**src/rtl/i2c_bus_arbiter.sv**
```systemverilog
// i2c_bus_arbiter: round-robin sharing of one single-byte I2C write master
// between N_REQ requesters. Latches the winner's address/data, runs the
// master's ena/busy handshake and returns a per-requester done/err pulse.
module i2c_bus_arbiter #(
  parameter int unsigned N_REQ         = 4,
  parameter int unsigned ISSUE_TIMEOUT = 4096,
  parameter int unsigned GAP_CYCLES    = 16
) (
  input  logic               clk,
  input  logic               reset_n,
  input  logic [N_REQ-1:0]   req,
  input  logic [7*N_REQ-1:0] req_addr,
  input  logic [8*N_REQ-1:0] req_data,
  output logic [N_REQ-1:0]   gnt,
  output logic [N_REQ-1:0]   done,
  output logic [N_REQ-1:0]   err,
  output logic               m_ena,
  output logic [6:0]         m_addr,
  output logic [7:0]         m_data,
  input  logic               m_busy,
  input  logic               m_ack_error,
  output logic               active
);

  localparam int unsigned TO_W  = (ISSUE_TIMEOUT > 1) ? $clog2(ISSUE_TIMEOUT) : 1;
  localparam int unsigned GAP_W = (GAP_CYCLES > 1) ? $clog2(GAP_CYCLES) : 1;

  typedef enum logic [1:0] {
    ST_IDLE,
    ST_ISSUE,
    ST_BUSY,
    ST_GAP
  } state_e;

  state_e             state_q, state_d;
  logic [N_REQ-1:0]   gnt_q, gnt_d;
  logic [N_REQ-1:0]   done_q, done_d;
  logic [N_REQ-1:0]   err_q, err_d;
  logic               m_ena_q, m_ena_d;
  logic [6:0]         m_addr_q, m_addr_d;
  logic [7:0]         m_data_q, m_data_d;
  logic               active_q, active_d;
  // rr pointer kept one-hot: the bit of the most recently granted requester
  logic [N_REQ-1:0]   rr_q, rr_d;
  logic [TO_W-1:0]    to_cnt_q, to_cnt_d;
  logic [GAP_W-1:0]   gap_cnt_q, gap_cnt_d;

  logic [N_REQ-1:0]   rr_mask;
  logic [N_REQ-1:0]   req_hi;
  logic [N_REQ-1:0]   pick;
  logic [6:0]         pick_addr;
  logic [7:0]         pick_data;
  logic               to_last;
  logic               gap_last;

  // Round-robin pick: lowest request above the pointer, else lowest overall
  always_comb begin
    rr_mask   = ~((rr_q << 1) - N_REQ'(1));
    req_hi    = req & rr_mask;
    pick      = (|req_hi) ? (req_hi & (~req_hi + N_REQ'(1)))
                          : (req & (~req + N_REQ'(1)));
    pick_addr = '0;
    pick_data = '0;
    for (int i = 0; i < int'(N_REQ); i++) begin
      if (pick[i]) begin
        pick_addr = req_addr[7*i +: 7];
        pick_data = req_data[8*i +: 8];
      end
    end
  end

  // Terminal-count decodes for the issue timeout and the inter-transfer gap
  always_comb begin
    to_last  = (32'(to_cnt_q) == (ISSUE_TIMEOUT - 1));
    gap_last = (GAP_CYCLES == 0) || (32'(gap_cnt_q) == (GAP_CYCLES - 1));
  end

  // Next-state and registered-output computation
  always_comb begin
    state_d   = state_q;
    gnt_d     = gnt_q;
    done_d    = '0;
    err_d     = '0;
    m_ena_d   = m_ena_q;
    m_addr_d  = m_addr_q;
    m_data_d  = m_data_q;
    rr_d      = rr_q;
    to_cnt_d  = to_cnt_q;
    gap_cnt_d = gap_cnt_q;

    case (state_q)
      ST_IDLE: begin
        if ((|req) && !m_busy) begin
          gnt_d    = pick;
          rr_d     = pick;
          m_addr_d = pick_addr;
          m_data_d = pick_data;
          m_ena_d  = 1'b1;
          to_cnt_d = '0;
          state_d  = ST_ISSUE;
        end
      end

      ST_ISSUE: begin
        // A busy arriving on the timeout cycle still counts as a start
        if (m_busy) begin
          m_ena_d = 1'b0;
          state_d = ST_BUSY;
        end else if (to_last) begin
          m_ena_d   = 1'b0;
          done_d    = gnt_q;
          err_d     = gnt_q;
          gnt_d     = '0;
          gap_cnt_d = '0;
          state_d   = ST_GAP;
        end else begin
          to_cnt_d = to_cnt_q + TO_W'(1);
        end
      end

      ST_BUSY: begin
        if (!m_busy) begin
          done_d    = gnt_q;
          err_d     = m_ack_error ? gnt_q : '0;
          gnt_d     = '0;
          gap_cnt_d = '0;
          state_d   = ST_GAP;
        end
      end

      ST_GAP: begin
        if (gap_last) begin
          state_d = ST_IDLE;
        end else begin
          gap_cnt_d = gap_cnt_q + GAP_W'(1);
        end
      end

      default: begin
        state_d = ST_IDLE;
      end
    endcase

    active_d = (state_d != ST_IDLE);
  end

  // State and output registers; rr pointer resets so requester 0 wins first
  always_ff @(posedge clk or negedge reset_n) begin
    if (!reset_n) begin
      state_q   <= ST_IDLE;
      gnt_q     <= '0;
      done_q    <= '0;
      err_q     <= '0;
      m_ena_q   <= 1'b0;
      m_addr_q  <= '0;
      m_data_q  <= '0;
      active_q  <= 1'b0;
      rr_q      <= {1'b1, {(N_REQ-1){1'b0}}};
      to_cnt_q  <= '0;
      gap_cnt_q <= '0;
    end else begin
      state_q   <= state_d;
      gnt_q     <= gnt_d;
      done_q    <= done_d;
      err_q     <= err_d;
      m_ena_q   <= m_ena_d;
      m_addr_q  <= m_addr_d;
      m_data_q  <= m_data_d;
      active_q  <= active_d;
      rr_q      <= rr_d;
      to_cnt_q  <= to_cnt_d;
      gap_cnt_q <= gap_cnt_d;
    end
  end

  assign gnt    = gnt_q;
  assign done   = done_q;
  assign err    = err_q;
  assign m_ena  = m_ena_q;
  assign m_addr = m_addr_q;
  assign m_data = m_data_q;
  assign active = active_q;

endmodule

```
**config.mk**
```make
export PLATFORM = sky130hd
export DESIGN_NAME = i2c_bus_arbiter
export DESIGN_NICKNAME = d
export VERILOG_FILES = /design/src/rtl/i2c_bus_arbiter.sv
export SDC_FILE = /design/constraint.sdc
export NUM_CORES = 1
export LEC_CHECK = 0
export ABC_AREA = 1
export CAP_MARGIN = 20
export CORE_ASPECT_RATIO = 0.75
export CORE_UTILIZATION = 30
export DETAILED_ROUTE_END_ITERATION = 10
export DONT_BUFFER_PORTS = 1
export PLACE_DENSITY = 0.44
export SLEW_MARGIN = 10
export SYNTH_ARGS = -nofsm -noshare
export SYNTH_HDL_FRONTEND = slang
export SYNTH_SLANG_ARGS = --single-unit
```
**constraint.sdc**
```tcl
create_clock -name clk -period 3.95 [get_ports clk]
set_clock_uncertainty 0.05 [all_clocks]
set_input_delay 0.5925 -clock clk [delete_from_list [all_inputs] [get_ports clk]]
set_output_delay 0.5925 -clock clk [all_outputs]
set_load 0.005 [all_outputs]
```
After elaboration in Yosys (flattened, before gate mapping) --
Cells that the tools add are included.
Storage, ports and cells: register bits after elaboration 50, bits in latches 0, RAM bits 0, ROM bits 0, input port bits 68, output and inout port bits 29, logic and storage cells 85, memories kept 0
Cells by class: add/subtract/negate cells 5, $mul 0, divide/modulo/power cells 0, $lt $le $gt $ge 0, equality and inequality tests 12, shift-type cells 0, multiplexer cells 37, bitwise gates (word level) 6, reduce and logical (&&, ||, !) cells 14
Operators by type and width (count):
- 4-bit two-way mux | 11
- 12-bit two-way mux | 3
- 8-bit two-way mux | 4
- 7-bit two-way mux | 4
- 12-bit one-hot mux with 2 select lines | 1
- 4-bit one-hot mux with 3 select lines | 2
- 4-bit one-hot mux with 2 select lines | 2
- 12-bit by 1-bit adder with 12-bit output, second input constant | 1
- 4-bit by 1-bit adder with 4-bit output, second input constant | 3
- 4-bit AND | 3
- 12-bit equality test, second input constant | 1
- 2-bit != test, second input constant | 6
- 4-bit inverter | 3
- 2-bit two-way mux | 5
- 5-bit AND reduction | 2
- 2-bit one-hot mux with 4 select lines | 1
- 4-bit OR reduction | 2
- 3-bit nonzero test | 2
- 2-bit equality test, second input constant | 2
- 4-bit equality test, second input constant | 1
- 4-bit AND reduction | 1
- 2-bit nonzero test | 2
- 4-bit by 1-bit subtractor with 4-bit output, second input constant | 1
- 1-bit two-way mux | 3
- 8 further kinds | 8

Logic depth before layout (Yosys ltp) --
Gate-level depths: netlist of the first run.
depth after elaboration 11, depth in mapped cells 13, mapped depth without buffers 12

Worst setup path after synthesis of the first run --
No wires, ideal clock.
path type register -> register, from reg rr_q[0], to reg m_addr_q[0], in the netlist m_addr[0], arrival time 1420 ps, required time 3784 ps, path slack 2364 ps, stages on the path, launching flop included 13, buffers on the path 1, period minus slack after synthesis 1586 ps, cell sequence dfrtp_1 > inv_1 > ha_1 > inv_1 > nand2_1 > nand3_1 > nand3_2 > nand2_2 > buf_6 > a21oi_1 > nand2_1 > nand2_1 > nand2_1
On the way: cells in the longest elaborated chain, start to end 10, elaborated cells between the ends (all ways) 12, classes of those cells add/sub (2); mux (5); bitwise (4); reduce/logical (1)
RTL lines:
- start, declared | line 44 | logic [N_REQ-1:0] rr_q, rr_d;
- start signal, assigned | line 158 | rr_q <= {1'b1, {(N_REQ-1){1'b0}}};
- start signal, assigned | line 170 | rr_q <= rr_d;
- 4-bit by 1-bit subtractor with 4-bit output * | line 58 | rr_mask = ~((rr_q << 1) - N_REQ'(1));
- 4-bit inverter * | line 58
- 4-bit AND * | line 59 | req_hi = req & rr_mask;
- 4-bit inverter | line 60 | pick = (|req_hi) ? (req_hi & (~req_hi + N_REQ'(1)))
- 4-bit by 1-bit adder with 4-bit output | line 60
- 4-bit AND | line 60
- 4-bit two-way mux * | line 60
- 7-bit two-way mux (2 in series) | line 65 | if (pick[i]) begin
- 7-bit two-way mux * | line 65
- end signal, assigned | line 167 | m_addr_q <= m_addr_d;
- end, declared | line 40 | logic [6:0] m_addr_q, m_addr_d;
Mark *: on every way between the ends. The rest lies on a longest branch, timed or not. A chain may end at the register's enable or synchronous reset.

Worst setup path in the final report of the first run --
from reg state_q[0], to reg to_cnt_q[1]
On the way: cells in the longest elaborated chain, start to end 3, elaborated cells between the ends (all ways) 8, classes of those cells eq/ne (4); mux (1); reduce/logical (3)
RTL lines:
- start, declared | line 35 | state_e state_q, state_d;
- start signal, assigned | line 162 | state_q <= state_d;
- 2-bit by 1-bit equality test with 1-bit output or 2-bit zero test (tied branches) | line 91 | case (state_q)
- 2-bit != test (no source line) or 2-bit nonzero test (tied branches)
- 4-bit AND reduction (no source line)
- end signal, assigned | line 171 | to_cnt_q <= to_cnt_d;
- end, declared | line 45 | logic [TO_W-1:0] to_cnt_q, to_cnt_d;
Parallel ways exist; a longest one is shown, timed or not.

==> results.toml, run 1 <==
[run_status]
outcome = "completed"

[global_route]
grt_pass1_wl_mm = 12.5
grt_max_degree = 51
grt_pass1_vias = 2452
grt_use_total_pct = 14.8
grt_remaining_overflow = 0
antenna_found_initial = 0

[sta]
fin_crit_sh_pct = 61.8
hold_violations = 0
timing.slew.headroom_pct = 45.7
fin_crit_ps = 2440
finalMaxSlewViolations = 0
worst_pin_slew_ps = 814
fmax_mhz = 410
setup_violations = 0
setup-tns-final_ps = 0
whs_ps = 103
rsz0062_at_grt = "no"
fin_ws_ps = 1510

[setup_path]
path_common_cell = "inv_1"
path_cells = "inv_1 -> ha_1 -> inv_1 -> nor2_2 -> nand2_1 -> o21ai_2 -> o21ai_0"
slowest_stage = "nor2_2"
crit_path_start_kind = "flip-flop"
cp_top_family = "simple AND/OR/NAND/NOR gates"
worstPathMaxFanout = 21
cp.arrival_ps = 2550
crit_type = "reg2reg"
worstSetupStartpoint = "state_q[0]$_DFF_PN0_"
max_stage_delay_ps = 660
crit_required_ps = 4060
end_kind = "flip-flop"
critical_path_buf_inv_count = 2
timing.rr.start = "state_q[0]$_DFF_PN0_"

[place]
port-buffer-count = 0
place_congestion = 0.819
post-dp-hpwl_mm = 5.68
place_area_sq_um = 3210
dp_slack_ps = 1490

[min_path]
hp-class = "in2async"

[clocking]
cts_tree = "done"
clockBufferDepth = 2
cts_buffers = 5
worst_skew_pair.late_latency_ps = 290
ctsRootBufferMaster = "clkbuf_16"
h-tree-depth = 2
cts_sinks = 50
clk_pin_slew_ps = 60
post_cts_buffers = 0

[final_layout]
drive_gt1_share_pct = 8.88
num_antenna_cells = 0
fill_cells = 1099
regArea_sq_um = 1250
final_nets = 503
area_growth_pct = 8.76
fin_area_sq_um = 3400
multi_input_area_sq_um = 1560

[synth]
synth_seq_cells = 50
ys_top_cells_by_count = "nand2_1, inv_1, dfrtp_1"
yosysMostFrequentCell = "nand2_1"
synth.area.top_cells = "dfrtp_1, nand2_1, inv_1, a21oi_1, nor2_1"
synth_top_area_share_pct = 40.0
async_flop_share_pct = 100
synth_area_sq_um = 3130
synth_edf_count = 0
yosysTopAreaCell = "dfrtp_1"
synth_cells = 429
synth_nets = 505
avgSynthCellArea_sq_um = 7.29
synth-seq-area-share_pct = 40.0
synth_ff_type = "dfrtp_1"
synth_cell_types = 32
ys_warn_count = 0

[drt]
dr_total_vias = 2547
wl_per_cell_um = 13.8
drc = 0
first_iter_violations = 119
viasPerCell = 4.55
drt_wl_total_mm = 7.73
drtAntennaViolNets = 0
drt_first_pass_iters = 4

[pwr]
pwr_density_cell_nw_per_um2 = 675
vdd_drop_max_uv = 264
p_leak_nw = 1.79

[floorplanning]
start_util_pct = 31.6
dieArea_sq_um = 10800
die_w_um = 120
pin_count = 97
core_sq_um = 9890
rows = 31
die_h_um = 90.4

[flow_run]
cap_violations = 0
metrics by stage:
step | utilization (%) | total power [mW] | instances
2_1_floorplan | - | 1.63 | 429
3_3_place_gp | 32.4 | 1.82 | 551
3_5_place_dp | 32.4 | 1.83 | 551
4_1_cts | 34.4 | 2.33 | 560
5_1_grt | 34.4 | 2.53 | 560
6_report | 34.4 | 2.29 | 560
logic make-up (layout without fill, tap and decap cells):
family / count (synthesis) / in the layout / share of synthesized area (%)
buffers and inverters: 72 / 71 / 10.2
AND/OR/NAND/NOR: 221 / 221 / 32.5
flip-flops: 50 / 50 / 40.0
adder cells (fa/ha/maj): 8 / 8 / 3.20
AO/OA/AOI/OAI: 68 / 68 / 11.2
XOR/XNOR: 10 / 10 / 2.80
where the power goes:
part	total [mW]	switching, mW	leakage [nW]	internal, mW
registers	0.761	0.114	0.666	0.647
clock network	0.471	0.184	0.0832	0.287
logic	1.06	0.738	1.04	0.324
total	2.29	1.04	1.79	1.26
path summary, 6_finish.rpt:
check | slack, ps | cells past startpoint | endpoint
min in group clk | 460 | 4 | m_addr[6]$_DFFE_PN0P_
hold / removal | 100 | 1 | gap_cnt_q[0]$_DFFE_PN0P_
hold reg to reg | 460 | 2 | m_data[7]$_DFFE_PN0P_
max in group asynchronous | 3520 | 1 | err[3]$_DFF_PN0_
setup / recovery | 1510 | 7 | to_cnt_q[1]$_DFFE_PN0P_
setup reg to reg | 1510 | 7 | to_cnt_q[1]$_DFFE_PN0P_
placed cells by master (no fill, tap or decap), types with 2 or more instances in the layout:
cell type / instances
o21ai_0: 25
nor3b_1: 2
clkbuf_16: 5
xnor2_1: 2
inv_2: 3
nor2_8: 2
o21ai_1: 7
nand2_2: 5
nor2_4: 2
a21oi_1: 32
nor3_1: 7
clkbuf_8: 3
nand3_1: 14
nand2_4: 3
nand2_1: 132
xor2_1: 8
nor2_1: 42
o21ai_2: 2
dfrtp_1: 50
inv_1: 58
ha_1: 8
nand3_2: 6
or2_2: 2
worst reg2reg max path, cell delays in order, from the launching register on:
cell     delay, ps
dfrtp_1        440
inv_1          140
ha_1           250
inv_1          110
nor2_2         660
nand2_1        230
o21ai_2        290
o21ai_0        140
sequential cells by signal (all words and copies together), names as in the netlist:
register   count
to_cnt_q      12
m_data         8
m_addr         7
done           4
err            4
gap_cnt_q      4
gnt            4
rr_q           3
state_q        2
active         1
m_ena          1
area by class of cell:
| class | count | area share (%) |
|---|---|---|
| Sequential cell | 50 | 36.8 |
| Tap cell | 132 | 4.86 |
| Multi-Input combinational cell | 307 | 45.7 |
| Timing Repair Buffer | 1 | 0.809 |
| Clock buffer | 8 | 4.89 |
| Inverter | 62 | 6.92 |
routing by layer:
metal | vias up | track usage, % | part of all wire, % | wire [um]
li1 | 1333 | - | - | -
met1 | 1147 | 21.6 | 52 | 4030
met2 | 59 | 21.0 | 41 | 3190
met3 | 8 | 4.42 | 5.5 | 424
met4 | 0 | 4.06 | 1.0 | 81
met5 | - | 0 | 0 | 0
timing repair:
item	in CTS	in global routing
endpoints found under the hold margin	50	0
gates resized for setup	0	0
hold buffers	1	0
Power figures use the tool's default switching activity.
==> run 2: changes to the inputs <==
clock period = 2.3 ns   (was 3.95 ns; I/O delays follow)
==> results.toml, run 2 (synthesized netlist as in run 1, its figures left out) <==
[clocking]
hold_buffers = 2
cts_resized = 0
h-tree-depth = 2
cts_sinks = 50
worst_skew_pair.late_latency_ps = 290
post_cts_buffers = 0
ctsRootBufferMaster = "clkbuf_16"
cts_tree = "done"
clk_pin_slew_ps = 60
cts_buffers = 5
clockBufferDepth = 2

[pwr]
internal_power_mw = 2.20
p_clk_share_pct = 20.7
pwr_density_cell_nw_per_um2 = 1150
p_switching_mw = 1.75
vdd_drop_max_uv = 430
p_seq_share_pct = 33.0
p_leak_nw = 1.80
power_frac_comb_pct = 46.3
swShare_pct = 44.2

[setup_path]
end_kind = "flip-flop"
worstReg2RegEnd = "m_addr[2]$_DFFE_PN0P_"
cp.arrival_ps = 2030
crit_required_ps = 2430
r2r_cells = 11
worstSetupStartpoint = "rr_q[0]$_DFFE_PN0P_"
reg2reg_slack_ps = 400
crit_path_start_kind = "flip-flop"
crit_type = "reg2reg"
worstPathMaxFanout = 17
cp-endpoint = "m_addr[2]$_DFFE_PN0P_"
timing.rr.start = "rr_q[0]$_DFFE_PN0P_"

[sta]
setup-tns-final_ps = 0
timing.slew.headroom_pct = 67.1
fin_crit_ps = 1900
fin_crit_sh_pct = 82.7
hold_violations = 0
worst_pin_slew_ps = 493
fin_ws_ps = 397
rsz0062_at_grt = "no"
fmax_mhz = 525
finalMaxSlewViolations = 0
setup_violations = 0

[global_route]
grt_pass1_wl_mm = 12.6
grt_remaining_overflow = 0
grt_pass1_vias = 2545
grt_max_degree = 51
antenna_found_initial = 0
grt_use_total_pct = 14.9

[drt]
drc = 0
drt_first_pass_iters = 4
first_iter_violations = 138
dr_total_vias = 2553
viasPerCell = 4.53
drtAntennaViolNets = 0
drt_wl_total_mm = 7.55
wl_per_cell_um = 13.4

[floorplanning]
pin_count = 97
die_h_um = 90.4
dieArea_sq_um = 10800
rows = 31
die_w_um = 120
core_sq_um = 9890
start_util_pct = 31.6

[run_status]
outcome = "completed"

[final_layout]
largest_reg_flops = 12
num_antenna_cells = 0
drive_gt1_share_pct = 8.82
fill_cells = 1083
layout_common_cells = "nand2_1, inv_1, dfrtp_1"
layout_commonest_cell = "nand2_1"
final_util_pct = 34.6
final_nets = 506
area_growth_pct = 9.44
top_register = "to_cnt_q"

[place]
dp_slack_ps = 414
post-dp-hpwl_mm = 5.74
place_congestion = 0.771
port-buffer-count = 0

[flow_run]
cap_violations = 0

[min_path]
hp-class = "in2reg"
run 2: cell count changes in the layout (fill, tap and decap cells not counted):
cell and change:
buf_4 +2, clkbuf_1 +2, clkbuf_8 -3, bufinv_16 +1
dlygate4sd3_1 +1
run 2: final cells by class:
| type | instances | area, sq um | share of cell area (%) |
|---|---|---|---|
| sequential | 50 | 1250 | 36.6 |
| inverter | 62 | 235 | 6.87 |
| clock buffer | 7 | 133 | 3.88 |
| tap | 132 | 165 | 4.83 |
| multi-input combinational | 307 | 1560 | 45.4 |
| clock inverter | 1 | 30.0 | 0.878 |
| timing repair buffer | 4 | 52.6 | 1.54 |
run 2: stage by stage:
stage	instance area, sq um	power [mW]	hold WS (ps)	instances
3_3_place_gp	3220	3.13	2.63	553
6_report	3420	3.95	215	563
3_5_place_dp	3220	3.14	2.84	553
4_1_cts	3420	4.01	209	563
5_1_grt	3420	4.36	229	563
2_1_floorplan	3130	2.80	-0.591	429
run 2: worst min-delay path by stage:
stage	slack, ps	from	endpoint	cells after the start
after floorplan	-0.6	reset_n	active$_DFF_PN0_	0
after global placement	3	reset_n	gap_cnt_q[1]$_DFFE_PN0P_	0
after detailed placement	3	reset_n	m_data[0]$_DFFE_PN0P_	0
after CTS	210	req_data[9]	m_data[1]$_DFFE_PN0P_	4
after global routing	230	req_data[12]	m_data[4]$_DFFE_PN0P_	4
final	210	req_data[9]	m_data[1]$_DFFE_PN0P_	4
run 2: critical path, cell delays in order (launching register included):
cell and delay (ps):
dfrtp_1 400, inv_1 60, ha_1 150, inv_1 40, nand2_1 70, nand3_1 210, nand3_2 140, nand2_2 260
a21oi_1 230, nand2_1 70, nand2_1 50, nand2_1 40
run 2: power by group through the flow:
| stage | Combinational, mW | Clock, mW | Sequential (mW) |
|---|---|---|---|
| 6_report | 1.83 | 0.816 | 1.30 |
| 5_1_grt | 2.13 | 0.895 | 1.33 |
| 2_1_floorplan | 1.54 | 0 | 1.26 |
| 4_1_cts | 1.86 | 0.846 | 1.31 |
| 3_5_place_dp | 1.83 | 0 | 1.32 |
| 3_3_place_gp | 1.81 | 0 | 1.33 |
run 2: metal layers:
metal | vias to the layer above | routed length (um) | GRT usage, %
met5 | - | 0 | 0
met4 | 0 | 63 | 3.75
met3 | 8 | 529 | 4.61
met2 | 71 | 3020 | 21.1
met1 | 1137 | 3940 | 21.5
li1 | 1337 | - | -
==> run 3: changes to the inputs <==
PLACE_DENSITY = 0.45   (was 0.44)
clock period = 1.67 ns   (was 2.3 ns; I/O delays follow)
==> results.toml, run 3 (synthesized netlist as in run 1, its figures left out) <==
[drt]
drt_first_pass_iters = 4
dr_total_vias = 2796
viasPerCell = 4.73
first_iter_violations = 181
drc = 0
wl_per_cell_um = 14.3
drtAntennaViolNets = 0
drt_wl_total_mm = 8.48

[floorplanning]
dieArea_sq_um = 10800
core_sq_um = 9890
die_w_um = 120
rows = 31
start_util_pct = 31.6
pin_count = 97
die_h_um = 90.4

[clocking]
clk_pin_slew_ps = 70
cts_tree = "done"
cts_sinks = 50
ctsRootBufferMaster = "clkbuf_16"
clockBufferDepth = 2
h-tree-depth = 2
cts_buffers = 5
worst_skew_pair.late_latency_ps = 290

[setup_path]
crit_required_ps = 1810
crit_type = "reg2reg"
reg2reg_slack_ps = 20
r2r_cells = 12
crit_path_start_kind = "flip-flop"
timing.rr.start = "rr_q[1]$_DFFE_PN0P_"
worstPathMaxFanout = 5
cp.arrival_ps = 1790
worstReg2RegEnd = "m_addr[4]$_DFFE_PN0P_"
end_kind = "flip-flop"

[final_layout]
top_register = "to_cnt_q"
layout_commonest_cell = "nand2_1"
area_growth_pct = 24.1
drive_gt1_share_pct = 21.8
layout_common_cells = "nand2_1, inv_1, dfrtp_1"
final_nets = 534
finalNonFillerCells = 591
fin_area_sq_um = 3880
num_antenna_cells = 0
largest_reg_flops = 12

[place]
place_congestion = 0.742
port-buffer-count = 0
post-dp-hpwl_mm = 5.79
dp_cells = 574
place_area_sq_um = 3400

[sta]
whs_ps = 109
hold_violations = 0
fmax_mhz = 605
fin_crit_ps = 1650
rsz0062_at_grt = "yes"
finalMaxSlewViolations = 0
timing.slew.headroom_pct = 73.3
fin_crit_sh_pct = 99.1
worst_pin_slew_ps = 399
setup_violations = 0

[pwr]
pwr_density_cell_nw_per_um2 = 1650
p_leak_nw = 1.97
p_switching_mw = 2.90
internal_power_mw = 3.51
total_power_mw = 6.41
p_clk_share_pct = 16.5
power_frac_comb_pct = 55.7
swShare_pct = 45.2
vdd_drop_max_uv = 731
p_seq_share_pct = 27.8

[min_path]
holdPathEnd = "m_data[4]$_DFFE_PN0P_"
hold_depth = 4
min-delay-start = "req_data[12]"
hp-class = "in2reg"

[flow_run]
cap_violations = 0

[global_route]
grt_pass1_vias = 2502
grt_remaining_overflow = 0
antenna_found_initial = 0
grt_use_total_pct = 15.4
grt_pass1_wl_mm = 13.1
grt_max_degree = 51

[run_status]
outcome = "completed"
-- run 3: changes by cell type in the layout (fill, tap and decap cells not counted), moves of 4 or more --
cell / delta
buf_4: +19
inv_1: -8
o21ai_0: -8
a21oi_1: -7
a21oi_2: +7
o21ai_1: +7
nand3_4: +6
ha_1: -5
inv_2: +5
nand2_1: -5
ha_4: +4
-- run 3: power by group through the flow --
stage / Sequential (mW) / Clock (mW) / Combinational (mW)
after floorplan: 1.73 / 0 / 2.12
after detailed placement: 1.80 / 0 / 2.84
final: 1.78 / 1.05 / 3.57
after CTS: 1.78 / 1.09 / 3.01
after global routing: 1.82 / 1.15 / 3.98
after global placement: 1.80 / 0 / 2.83
-- run 3: through the flow --
| step | utilization [%] | setup slack, ps | TNS, ps |
|---|---|---|---|
| floorplan | - | 84.1 | 0 |
| global placement | 34.4 | -0.617 | -0.617 |
| detailed placement | 34.4 | -31.0 | -111 |
| CTS | 36.8 | -0.201 | -0.201 |
| global route | 39.2 | -104 | -1310 |
| finish | 39.2 | 15.9 | 0 |
-- run 3: timing repair --
action	4_1_cts	5_1_grt
setup buffers	0	3
pin swaps	1	16
endpoints found under the hold margin	50	0
cloned	2	2
hold buffers	2	0
setup endpoints to repair	16	43
resized for setup	4	59
-- run 3: final cells by class --
| class | instances | area, sq um |
|---|---|---|
| clock buffer | 6 | 139 |
| clock inverter | 2 | 12.5 |
| fill | 1025 | 6010 |
| inverter | 62 | 243 |
| multi-input combinational | 310 | 1800 |
| sequential | 50 | 1250 |
| tap | 132 | 165 |
| timing repair buffer | 29 | 274 |
-- run 3: critical path: stages, from the launching register on --
cell and delay, ps:
dfrtp_1 380, inv_2 80, ha_4 140, inv_2 40, nand2_4 60, nand3_4 90, buf_6 140, nand3_4 150
nand2_8 100, a21oi_2 140, nand2_1 60, nand2_1 60, nand2_1 50
-- run 3: worst max-delay path by stage --
stage                     cells past startpoint                     to  slack (ps)                 from
after global routing                         12  m_addr[4]$_DFFE_PN0P_        -100  rr_q[1]$_DFFE_PN0P_
after CTS                                    12  m_data[2]$_DFFE_PN0P_        -0.2  rr_q[1]$_DFFE_PN0P_
final                                        12  m_addr[4]$_DFFE_PN0P_          20  rr_q[1]$_DFFE_PN0P_
after floorplan                              12  m_addr[0]$_DFFE_PN0P_          80  rr_q[0]$_DFFE_PN0P_
after detailed placement                     11  m_addr[1]$_DFFE_PN0P_         -30  rr_q[0]$_DFFE_PN0P_
after global placement                       11  m_addr[3]$_DFFE_PN0P_        -0.6  rr_q[0]$_DFFE_PN0P_
-- run 3: per-layer routing --
layer  share of wire, %  vias up  wire length [um]  GRT usage, %
met5                  0        -                 0             0
met4               0.85        0                72          3.33
met3                8.8        9               742          5.05
met2                 41       99              3490          21.5
met1                 49     1283              4170          22.7
li1                   -     1405                 -             -
